**config.mk**
```make
export PLATFORM = sky130hd
export DESIGN_NAME = vram_arbiter_flat
export DESIGN_NICKNAME = d
export VERILOG_FILES = /design/src/rtl/vram_arbiter_if.sv /design/src/rtl/vram_arbiter.sv /design/src/flat_wrapper.sv
export SDC_FILE = /design/constraint.sdc
export NUM_CORES = 1
export LEC_CHECK = 0
export ABC_AREA = 1
export CORE_ASPECT_RATIO = 0.5
export CORE_UTILIZATION = 38
export CTS_CLUSTER_DIAMETER = 50
export DETAILED_ROUTE_END_ITERATION = 6
export GPL_TIMING_DRIVEN = 1
export PLACE_DENSITY = 0.8
export REMOVE_ABC_BUFFERS = 1
export SKIP_CTS_REPAIR_TIMING = 1
export SLEW_MARGIN = 25
export SYNTH_ARGS = -nofsm -noshare
export SYNTH_HDL_FRONTEND = slang
export SYNTH_SLANG_ARGS = --single-unit
```
**constraint.sdc**
```tcl
create_clock -name CLK -period 4.5 [get_ports CLK]
set_input_delay 0.675 -clock CLK [delete_from_list [all_inputs] [get_ports CLK]]
set_output_delay 0.675 -clock CLK [all_outputs]
set_load 0.02 [all_outputs]
```
**src/rtl/vram_arbiter_if.sv**
```systemverilog
// vram_arbiter_if: display, host and RAM port bundle of vram_arbiter.
// slave = arbiter side, master = requesters/RAM side.
interface vram_arbiter_if #(
  parameter int ADDR_W = 19,
  parameter int DATA_W = 32
);
  logic              RGB_EN;
  logic              FRAME_START;
  logic              DISP_REQ;
  logic [ADDR_W-1:0] DISP_ADDR;
  logic              DISP_GNT;
  logic [DATA_W-1:0] DISP_RDATA;
  logic              DISP_RVALID;
  logic              HOST_VALID;
  logic              HOST_WE;
  logic [ADDR_W-1:0] HOST_ADDR;
  logic [DATA_W-1:0] HOST_WDATA;
  logic              HOST_READY;
  logic [DATA_W-1:0] HOST_RDATA;
  logic              HOST_RVALID;
  logic              MEM_EN;
  logic              MEM_WE;
  logic [ADDR_W-1:0] MEM_ADDR;
  logic [DATA_W-1:0] MEM_WDATA;
  logic [DATA_W-1:0] MEM_RDATA;
  logic              UNDERRUN;

  modport slave (
    input  RGB_EN, FRAME_START,
    input  DISP_REQ, DISP_ADDR,
    output DISP_GNT, DISP_RDATA, DISP_RVALID,
    input  HOST_VALID, HOST_WE, HOST_ADDR, HOST_WDATA,
    output HOST_READY, HOST_RDATA, HOST_RVALID,
    output MEM_EN, MEM_WE, MEM_ADDR, MEM_WDATA,
    input  MEM_RDATA,
    output UNDERRUN
  );

  modport master (
    output RGB_EN, FRAME_START,
    output DISP_REQ, DISP_ADDR,
    input  DISP_GNT, DISP_RDATA, DISP_RVALID,
    output HOST_VALID, HOST_WE, HOST_ADDR, HOST_WDATA,
    input  HOST_READY, HOST_RDATA, HOST_RVALID,
    input  MEM_EN, MEM_WE, MEM_ADDR, MEM_WDATA,
    output MEM_RDATA,
    input  UNDERRUN
  );
endinterface

```
**src/rtl/vram_arbiter.sv**
```systemverilog
// vram_arbiter: shares one VRAM port between display fetch and host.
// Optional VRAM_HOST_STARVE_GUARD_EN: host starvation guard in active video.
module vram_arbiter #(
  parameter int ADDR_W     = 19,
  parameter int DATA_W     = 32,
  parameter int MEM_LAT    = 1,
  parameter int STALL_MAX  = 4,
  parameter int STARVE_LIM = 16
) (
  input logic         CLK,
  input logic         RST,
  vram_arbiter_if.slave bus
);
  typedef enum logic [1:0] {
    S_IDLE,
    S_DISP,
    S_HOST
  } state_t;

  localparam int SW = $clog2(STALL_MAX + 1);

  state_t            state, state_nx;
  logic              st_host;
  logic              force_host;
  logic              disp_gnt, host_rdy;
  logic              disp_hs, host_hs;
  logic              stall;
  logic [SW-1:0]     stall_cnt;
  logic              underrun_q;
  logic              mem_en_q, mem_we_q;
  logic [ADDR_W-1:0] mem_addr_q;
  logic [DATA_W-1:0] mem_wdata_q;
  logic [1:0]        tag_q [MEM_LAT+1];
  logic [1:0]        tag_out;
  logic              disp_rv, host_rv;
  logic [DATA_W-1:0] disp_hold, host_hold;

`ifdef VRAM_HOST_STARVE_GUARD_EN
  localparam int HW = $clog2(STARVE_LIM + 1);
  logic [HW-1:0] wait_cnt;

  assign force_host = bus.RGB_EN && !st_host &&
                      (wait_cnt == HW'(STARVE_LIM));

  // host wait counter, saturating, cleared by a host handshake
  always_ff @(posedge CLK or posedge RST) begin
    if (RST)
      wait_cnt <= '0;
    else if (host_hs)
      wait_cnt <= '0;
    else if (bus.HOST_VALID && !host_rdy &&
             wait_cnt != HW'(STARVE_LIM))
      wait_cnt <= wait_cnt + 1'b1;
  end
`else
  logic unused_guard;
  assign force_host   = 1'b0;
  assign unused_guard = ^{st_host, STARVE_LIM[0]};
`endif

  // priority grant: display in active video, host in blanking
  always_comb begin
    disp_gnt = 1'b0;
    host_rdy = 1'b0;
    if (!RST) begin
      if (bus.RGB_EN && !force_host) begin
        disp_gnt = bus.DISP_REQ;
        host_rdy = bus.HOST_VALID & ~bus.DISP_REQ;
      end else begin
        host_rdy = bus.HOST_VALID;
        disp_gnt = bus.DISP_REQ & ~bus.HOST_VALID;
      end
    end
  end

  assign disp_hs = bus.DISP_REQ & disp_gnt;
  assign host_hs = bus.HOST_VALID & host_rdy;
  assign stall   = bus.DISP_REQ & ~disp_gnt;

  // last-owner state register
  always_ff @(posedge CLK or posedge RST) begin
    if (RST) state <= S_IDLE;
    else     state <= state_nx;
  end

  // next owner follows this cycle's handshake
  always_comb begin
    unique case (1'b1)
      disp_hs: state_nx = S_DISP;
      host_hs: state_nx = S_HOST;
      default: state_nx = S_IDLE;
    endcase
  end

  // state decode used by the starvation guard
  always_comb begin
    st_host = (state == S_HOST);
  end

  // registered RAM port, loaded from the handshake winner
  always_ff @(posedge CLK or posedge RST) begin
    if (RST) begin
      mem_en_q    <= 1'b0;
      mem_we_q    <= 1'b0;
      mem_addr_q  <= '0;
      mem_wdata_q <= '0;
    end else begin
      mem_en_q <= disp_hs | host_hs;
      mem_we_q <= host_hs & bus.HOST_WE;
      if (disp_hs) begin
        mem_addr_q  <= bus.DISP_ADDR;
        mem_wdata_q <= '0;
      end else if (host_hs) begin
        mem_addr_q  <= bus.HOST_ADDR;
        mem_wdata_q <= bus.HOST_WDATA;
      end
    end
  end

  // read tags {valid, owner}; owner 1 = host, writes carry no tag
  always_ff @(posedge CLK or posedge RST) begin
    if (RST) begin
      for (int i = 0; i <= MEM_LAT; i++) tag_q[i] <= '0;
    end else begin
      tag_q[0] <= {disp_hs | (host_hs & ~bus.HOST_WE), host_hs};
      for (int i = 1; i <= MEM_LAT; i++) tag_q[i] <= tag_q[i-1];
    end
  end

  assign tag_out = tag_q[MEM_LAT];
  assign disp_rv = tag_out[1] & ~tag_out[0];
  assign host_rv = tag_out[1] & tag_out[0];

  // each owner's read data holds its last returned word
  always_ff @(posedge CLK or posedge RST) begin
    if (RST) begin
      disp_hold <= '0;
      host_hold <= '0;
    end else begin
      if (disp_rv) disp_hold <= bus.MEM_RDATA;
      if (host_rv) host_hold <= bus.MEM_RDATA;
    end
  end

  // display stall counter and sticky underrun flag
  always_ff @(posedge CLK or posedge RST) begin
    if (RST) begin
      stall_cnt  <= '0;
      underrun_q <= 1'b0;
    end else begin
      if (disp_hs)
        stall_cnt <= '0;
      else if (stall && stall_cnt != SW'(STALL_MAX))
        stall_cnt <= stall_cnt + 1'b1;
      if (stall && stall_cnt >= SW'(STALL_MAX - 1))
        underrun_q <= 1'b1;
      else if (bus.FRAME_START)
        underrun_q <= 1'b0;
    end
  end

  assign bus.DISP_GNT    = disp_gnt;
  assign bus.HOST_READY  = host_rdy;
  assign bus.DISP_RVALID = disp_rv;
  assign bus.HOST_RVALID = host_rv;
  assign bus.DISP_RDATA  = disp_rv ? bus.MEM_RDATA : disp_hold;
  assign bus.HOST_RDATA  = host_rv ? bus.MEM_RDATA : host_hold;
  assign bus.MEM_EN      = mem_en_q;
  assign bus.MEM_WE      = mem_we_q;
  assign bus.MEM_ADDR    = mem_addr_q;
  assign bus.MEM_WDATA   = mem_wdata_q;
  assign bus.UNDERRUN    = underrun_q;
endmodule

```
**src/flat_wrapper.sv**
```systemverilog
// flat-port wrapper written by rule: the top's interface ports become plain ports
module vram_arbiter_flat 
#(
  parameter int ADDR_W     = 19,
  parameter int DATA_W     = 32,
  parameter int MEM_LAT    = 1,
  parameter int STALL_MAX  = 4,
  parameter int STARVE_LIM = 16
)
  (CLK, RST, bus_RGB_EN, bus_FRAME_START, bus_DISP_REQ, bus_DISP_ADDR, bus_DISP_GNT, bus_DISP_RDATA, bus_DISP_RVALID, bus_HOST_VALID, bus_HOST_WE, bus_HOST_ADDR, bus_HOST_WDATA, bus_HOST_READY, bus_HOST_RDATA, bus_HOST_RVALID, bus_MEM_EN, bus_MEM_WE, bus_MEM_ADDR, bus_MEM_WDATA, bus_MEM_RDATA, bus_UNDERRUN);
  vram_arbiter_if #(.ADDR_W(ADDR_W), .DATA_W(DATA_W)) bus_i ();
  input logic CLK;
  input logic RST;
  input wire logic [$bits(bus_i.RGB_EN)-1:0] bus_RGB_EN;
  input wire logic [$bits(bus_i.FRAME_START)-1:0] bus_FRAME_START;
  input wire logic [$bits(bus_i.DISP_REQ)-1:0] bus_DISP_REQ;
  input wire logic [$bits(bus_i.DISP_ADDR)-1:0] bus_DISP_ADDR;
  output wire logic [$bits(bus_i.DISP_GNT)-1:0] bus_DISP_GNT;
  output wire logic [$bits(bus_i.DISP_RDATA)-1:0] bus_DISP_RDATA;
  output wire logic [$bits(bus_i.DISP_RVALID)-1:0] bus_DISP_RVALID;
  input wire logic [$bits(bus_i.HOST_VALID)-1:0] bus_HOST_VALID;
  input wire logic [$bits(bus_i.HOST_WE)-1:0] bus_HOST_WE;
  input wire logic [$bits(bus_i.HOST_ADDR)-1:0] bus_HOST_ADDR;
  input wire logic [$bits(bus_i.HOST_WDATA)-1:0] bus_HOST_WDATA;
  output wire logic [$bits(bus_i.HOST_READY)-1:0] bus_HOST_READY;
  output wire logic [$bits(bus_i.HOST_RDATA)-1:0] bus_HOST_RDATA;
  output wire logic [$bits(bus_i.HOST_RVALID)-1:0] bus_HOST_RVALID;
  output wire logic [$bits(bus_i.MEM_EN)-1:0] bus_MEM_EN;
  output wire logic [$bits(bus_i.MEM_WE)-1:0] bus_MEM_WE;
  output wire logic [$bits(bus_i.MEM_ADDR)-1:0] bus_MEM_ADDR;
  output wire logic [$bits(bus_i.MEM_WDATA)-1:0] bus_MEM_WDATA;
  input wire logic [$bits(bus_i.MEM_RDATA)-1:0] bus_MEM_RDATA;
  output wire logic [$bits(bus_i.UNDERRUN)-1:0] bus_UNDERRUN;
  assign bus_i.RGB_EN = bus_RGB_EN;
  assign bus_i.FRAME_START = bus_FRAME_START;
  assign bus_i.DISP_REQ = bus_DISP_REQ;
  assign bus_i.DISP_ADDR = bus_DISP_ADDR;
  assign bus_DISP_GNT = bus_i.DISP_GNT;
  assign bus_DISP_RDATA = bus_i.DISP_RDATA;
  assign bus_DISP_RVALID = bus_i.DISP_RVALID;
  assign bus_i.HOST_VALID = bus_HOST_VALID;
  assign bus_i.HOST_WE = bus_HOST_WE;
  assign bus_i.HOST_ADDR = bus_HOST_ADDR;
  assign bus_i.HOST_WDATA = bus_HOST_WDATA;
  assign bus_HOST_READY = bus_i.HOST_READY;
  assign bus_HOST_RDATA = bus_i.HOST_RDATA;
  assign bus_HOST_RVALID = bus_i.HOST_RVALID;
  assign bus_MEM_EN = bus_i.MEM_EN;
  assign bus_MEM_WE = bus_i.MEM_WE;
  assign bus_MEM_ADDR = bus_i.MEM_ADDR;
  assign bus_MEM_WDATA = bus_i.MEM_WDATA;
  assign bus_i.MEM_RDATA = bus_MEM_RDATA;
  assign bus_UNDERRUN = bus_i.UNDERRUN;
  vram_arbiter #(.ADDR_W(ADDR_W), .DATA_W(DATA_W), .MEM_LAT(MEM_LAT), .STALL_MAX(STALL_MAX), .STARVE_LIM(STARVE_LIM)) u_core (.CLK(CLK), .RST(RST), .bus(bus_i));
endmodule
```
== Word-level counts from Yosys, hierarchy flattened ==
Cells that the tools add are included.

* Bits in read-only memories: 0
* Bits of input ports: 109
* Register bits after elaboration: 125
* Memories kept: 0
* Bits in latches: 0
* Memory bits (writable): 0
* Output and inout port bits: 122

* Shifts and indexed selects: 0
* Muxes and demuxes: 14
* Reduce and logical (&&, ||, !) cells: 5
* Equal/unequal tests: 1
* Add/sub/neg operators: 1
* Bitwise logic cells: 16
* Div/mod/pow operators: 0
* Multiply operators: 0
* Order comparisons: 1

{| class="wikitable"
|+ Operators by type and width
! cell !! number
|-
| 2-to-1 mux 32 bit || 4
|-
| 2-to-1 mux 19 bit || 2
|-
| AND 1 bit || 9
|-
| 2-to-1 mux 1 bit || 6
|-
| 2-to-1 mux 3 bit || 2
|-
| nonzero test 2 bit || 3
|-
| NOT 1 bit || 5
|-
| adder 3 x 1 -> 3 bit (second input constant) || 1
|-
| >= comparator 3 x 2 -> 1 bit (second input constant) || 1
|-
| inequality test 3 bit (second input constant) || 1
|-
| logical AND 1 bit || 2
|-
| bitwise OR 1 bit || 2
|}

== Logic depth before layout (Yosys ltp) ==
* Depth after elaboration: 9
* Mapped depth: 8
* Mapped depth without buffers: 7

== Worst setup path before layout ==
No wires, ideal clock.

* Kind: input to output
* Start: in RST
* End: out bus_HOST_READY
* Cell stages on the path: 5
* Buffers on the path: 2
* Data arrival time: 4.166 ns
* Setup slack: -0.341 ns
* Cells stage by stage: inv_1 -> nand3_1 -> buf_4 -> buf_2 -> inv_1

* Word-level cells in the longest chain between the ends: 1

{| class="wikitable"
|+ RTL lines
! item !! line !! source
|-
| from (decl) || flat_wrapper.sv:13 || <nowiki>input logic RST;</nowiki>
|-
| 2-to-1 mux 1 bit || vram_arbiter.sv:65 || <nowiki>if (!RST) begin</nowiki>
|-
| to (decl) || flat_wrapper.sv:25 || <nowiki>output wire logic [$bits(bus_i.HOST_READY)-1:0] bus_HOST_READY;</nowiki>
|}

No other way between the ends.

== Worst setup path in the final report ==
* Start: in bus_DISP_REQ
* End: out bus_DISP_GNT

* Word-level cells in the longest chain between the ends: 3

{| class="wikitable"
|+ RTL lines
! item !! line !! source
|-
| from (decl) || flat_wrapper.sv:16 || <nowiki>input wire logic [$bits(bus_i.DISP_REQ)-1:0] bus_DISP_REQ;</nowiki>
|-
| AND 1 bit || vram_arbiter.sv:71 || <nowiki>disp_gnt = bus.DISP_REQ & ~bus.HOST_VALID;</nowiki>
|-
| 2-to-1 mux 1 bit * || vram_arbiter.sv:66 || <nowiki>if (bus.RGB_EN && !force_host) begin</nowiki>
|-
| 2-to-1 mux 1 bit * || vram_arbiter.sv:65 ||
|-
| to (decl) || flat_wrapper.sv:18 || <nowiki>output wire logic [$bits(bus_i.DISP_GNT)-1:0] bus_DISP_GNT;</nowiki>
|}

Mark *: on every way between the ends. The rest lies on a longest branch, timed or not.

==> run metrics <==
largest net degree at the start of global routing 80; crit-path cells clkdlybuf4s50_1, inv_2, nor2_4, nand2_2, inv_1, clkdlybuf4s50_1; max-cap violation count 0; vias 4593; crit path launch bus_DISP_REQ; Overall Power 3.957 mW; post-synthesis sequential area ratio 0.6129; most frequent cells in the layout clkdlybuf4s50_1 (230), nand2_1 (211), dfrtp_1 (125); Syn Inst Count 575; most common cell after layout, fill and taps aside clkdlybuf4s50_1; gpl congestion about 0.79; Post-DP HPWL between 9000 and 10000 um; worst r2r src u_core.tag_out[1]; chip width 165.9 um; worst path arrival time 2.53 ns; Ports between 200 and 250; register area 3128 um2; Final Max Tran Viols 0; Worst Setup EP bus_DISP_GNT; # nets final 905; Layout area overhead 58.54%; H-tree depth 4; critical path's top delay family buffers and inverters; maximum vdd ir drop 191.4 uV; Clock transition at path regs 0.05 ns; final setup vio count 0; Overflow after GRT 0; Critical-path top delay cell clkdlybuf4s50_1; R2R Setup Slk roughly 3.1 ns; Initial Util 0.3962; critical path class in2out; Crit Path Max Fanout 20; fillcell total 1044; first-pass GRT wire length roughly 22000 um; wire per inst 13.85 um; R2R depth 3; synthesized cell area 5104 um2; count of different cell masters after synthesis 19; r2r endpoint u_core.disp_hold[29]; hold crit path type reg2reg; TNS Setup 0 ns; total placed cells including tap cells between 900 and 1000; # rows 29; Starting DRT DRC Count 248; status finished, violations left; failing checks DRC; Die Ht 83.95 um; Routed WL 13520 um; FF+latch count, synth ~130; Slew headroom 0.5039; Fin. Hold Viols 0; Bufs on Longest Clock Path 2; CTS tree built; RSZ-0062 raised after global routing no; yosys warns 0; PwrDens 489.1 nW/um2; Worst-Skew Late Latency 0.41 ns; P_leak between 3 and 4 nW; Tmin final 3.210 ns; Avg Cell Area, Syn 8.876 um2; Crit. path cell count 6; most used cell, CP clkdlybuf4s50_1; Max Fclk 311.5 MHz; clock sink count 125; clk_skew 0.008520 ns; fin area 8092 um2; Total GRT Usage 0.1998; antenna violations before repair 0; Antenna Cells 0; vias per cell 4.706; Critical Path Sink Type output port; core area roughly 13000 um2; ANT nets after route 0; Cell Count, Final, Fillers Out 976; final core utilization 0.6282; drt first pass iters 6; slowest cell delay on critical path 0.62 ns; CP startpoint kind input pin; Multi-input gate area 1617 um2; Num CTS Buffers 17; Port-buffer cells 230; Worst Max-Slew Pin Slew roughly 0.74 ns; clock root buffer master clkbuf_16; Worst EP required 3.83 ns; die area between 10000 and 15000 um2; # DRC 8; dpl cell area 7480 um2; vias in the first global route ~4300; ratio of cells with drive above 1 in the final layout 0.05459; Buf/Inv on CP 4; Tcrit/Tclk final 0.7133
==> registers in the layout, indices dropped and copies added, names as in the netlist <==
register and count:
u_core.bus.MEM_WDATA 32, u_core.disp_hold 32, u_core.host_hold 32, u_core.bus.MEM_ADDR 19
u_core.stall_cnt 3, u_core.tag_out 2, u_core.tag_q 2, u_core.bus.MEM_EN 1
u_core.bus.MEM_WE 1, u_core.bus.UNDERRUN 1
==> layout make-up <==
cell class	instances	area share
flip-flops and latches	125	0.3866
well taps	170	0.02629
clock buffers	18	0.05304
inverters	48	0.02258
clock inverters	14	0.02118
repair buffers	236	0.2906
multi-input cells	365	0.1998
==> synthesized netlist by cell type (all sizes together) <==
cell type / number / area share
or2: 1 / 0.0012
nand2: 213 / 0.16
o21ai: 67 / 0.066
nand4: 3 / 0.0037
nor2: 3 / 0.0037
ha: 3 / 0.0074
inv: 48 / 0.035
dfrtp: 125 / 0.61
o211ai: 3 / 0.0044
nand3: 72 / 0.071
buf: 27 / 0.031
clkbuf: 10 / 0.0074
==> power breakdown <==
| group | internal, mW | switching, mW |
|---|---|---|
| logic | 0.540 | 0.622 |
| registers | 1.34 | 0.0881 |
| clock network | 0.871 | 0.497 |
==> how the worst min path moves through the flow <==
stage | from | endpoint | slack (ns) | cells after the start
global route | u_core.tag_q[2] | u_core.tag_out[0] | 0.36 | 0
CTS | u_core.tag_q[2] | u_core.tag_out[0] | 0.35 | 0
floorplan | u_core.tag_q[2] | u_core.tag_out[0] | 0.33 | 0
finish | u_core.tag_q[2] | u_core.tag_out[0] | 0.35 | 0
global placement | u_core.tag_q[3] | u_core.tag_out[1] | 0.33 | 0
detailed placement | u_core.tag_q[2] | u_core.tag_out[0] | 0.34 | 0
==> kinds of logic (layout without fill, tap and decap cells) <==
group                    after synthesis  in the layout  synth area share
AND/OR/NAND/NOR                      292            292            0.2363
flip-flops                           125            125            0.6129
buffers and inverters                 85            316           0.07330
AO/OA/AOI/OAI                         70             70           0.07011
adder cells (fa/ha/maj)                3              3          0.007356
==> metrics by stage <==
stage	setup WS, ns	hold slack (ns)
global route	1.178	0.3556
CTS	1.200	0.3476
global placement	1.321	0.3329
finish	1.290	0.3469
floorplan	-1.892	0.3312
detailed placement	1.283	0.3355
==> layer usage <==
metal	vias to the layer above	track usage	routed length [um]	part of all wire
met1	2176	0.2436	5790	0.43
met5	-	0	0	0
met4	0	0.08836	278	0.021
met3	26	0.04220	526	0.039
met2	122	0.3451	6925	0.51
li1	2269	-	-	-
No activity file was read; power rests on OpenSTA's default activity.
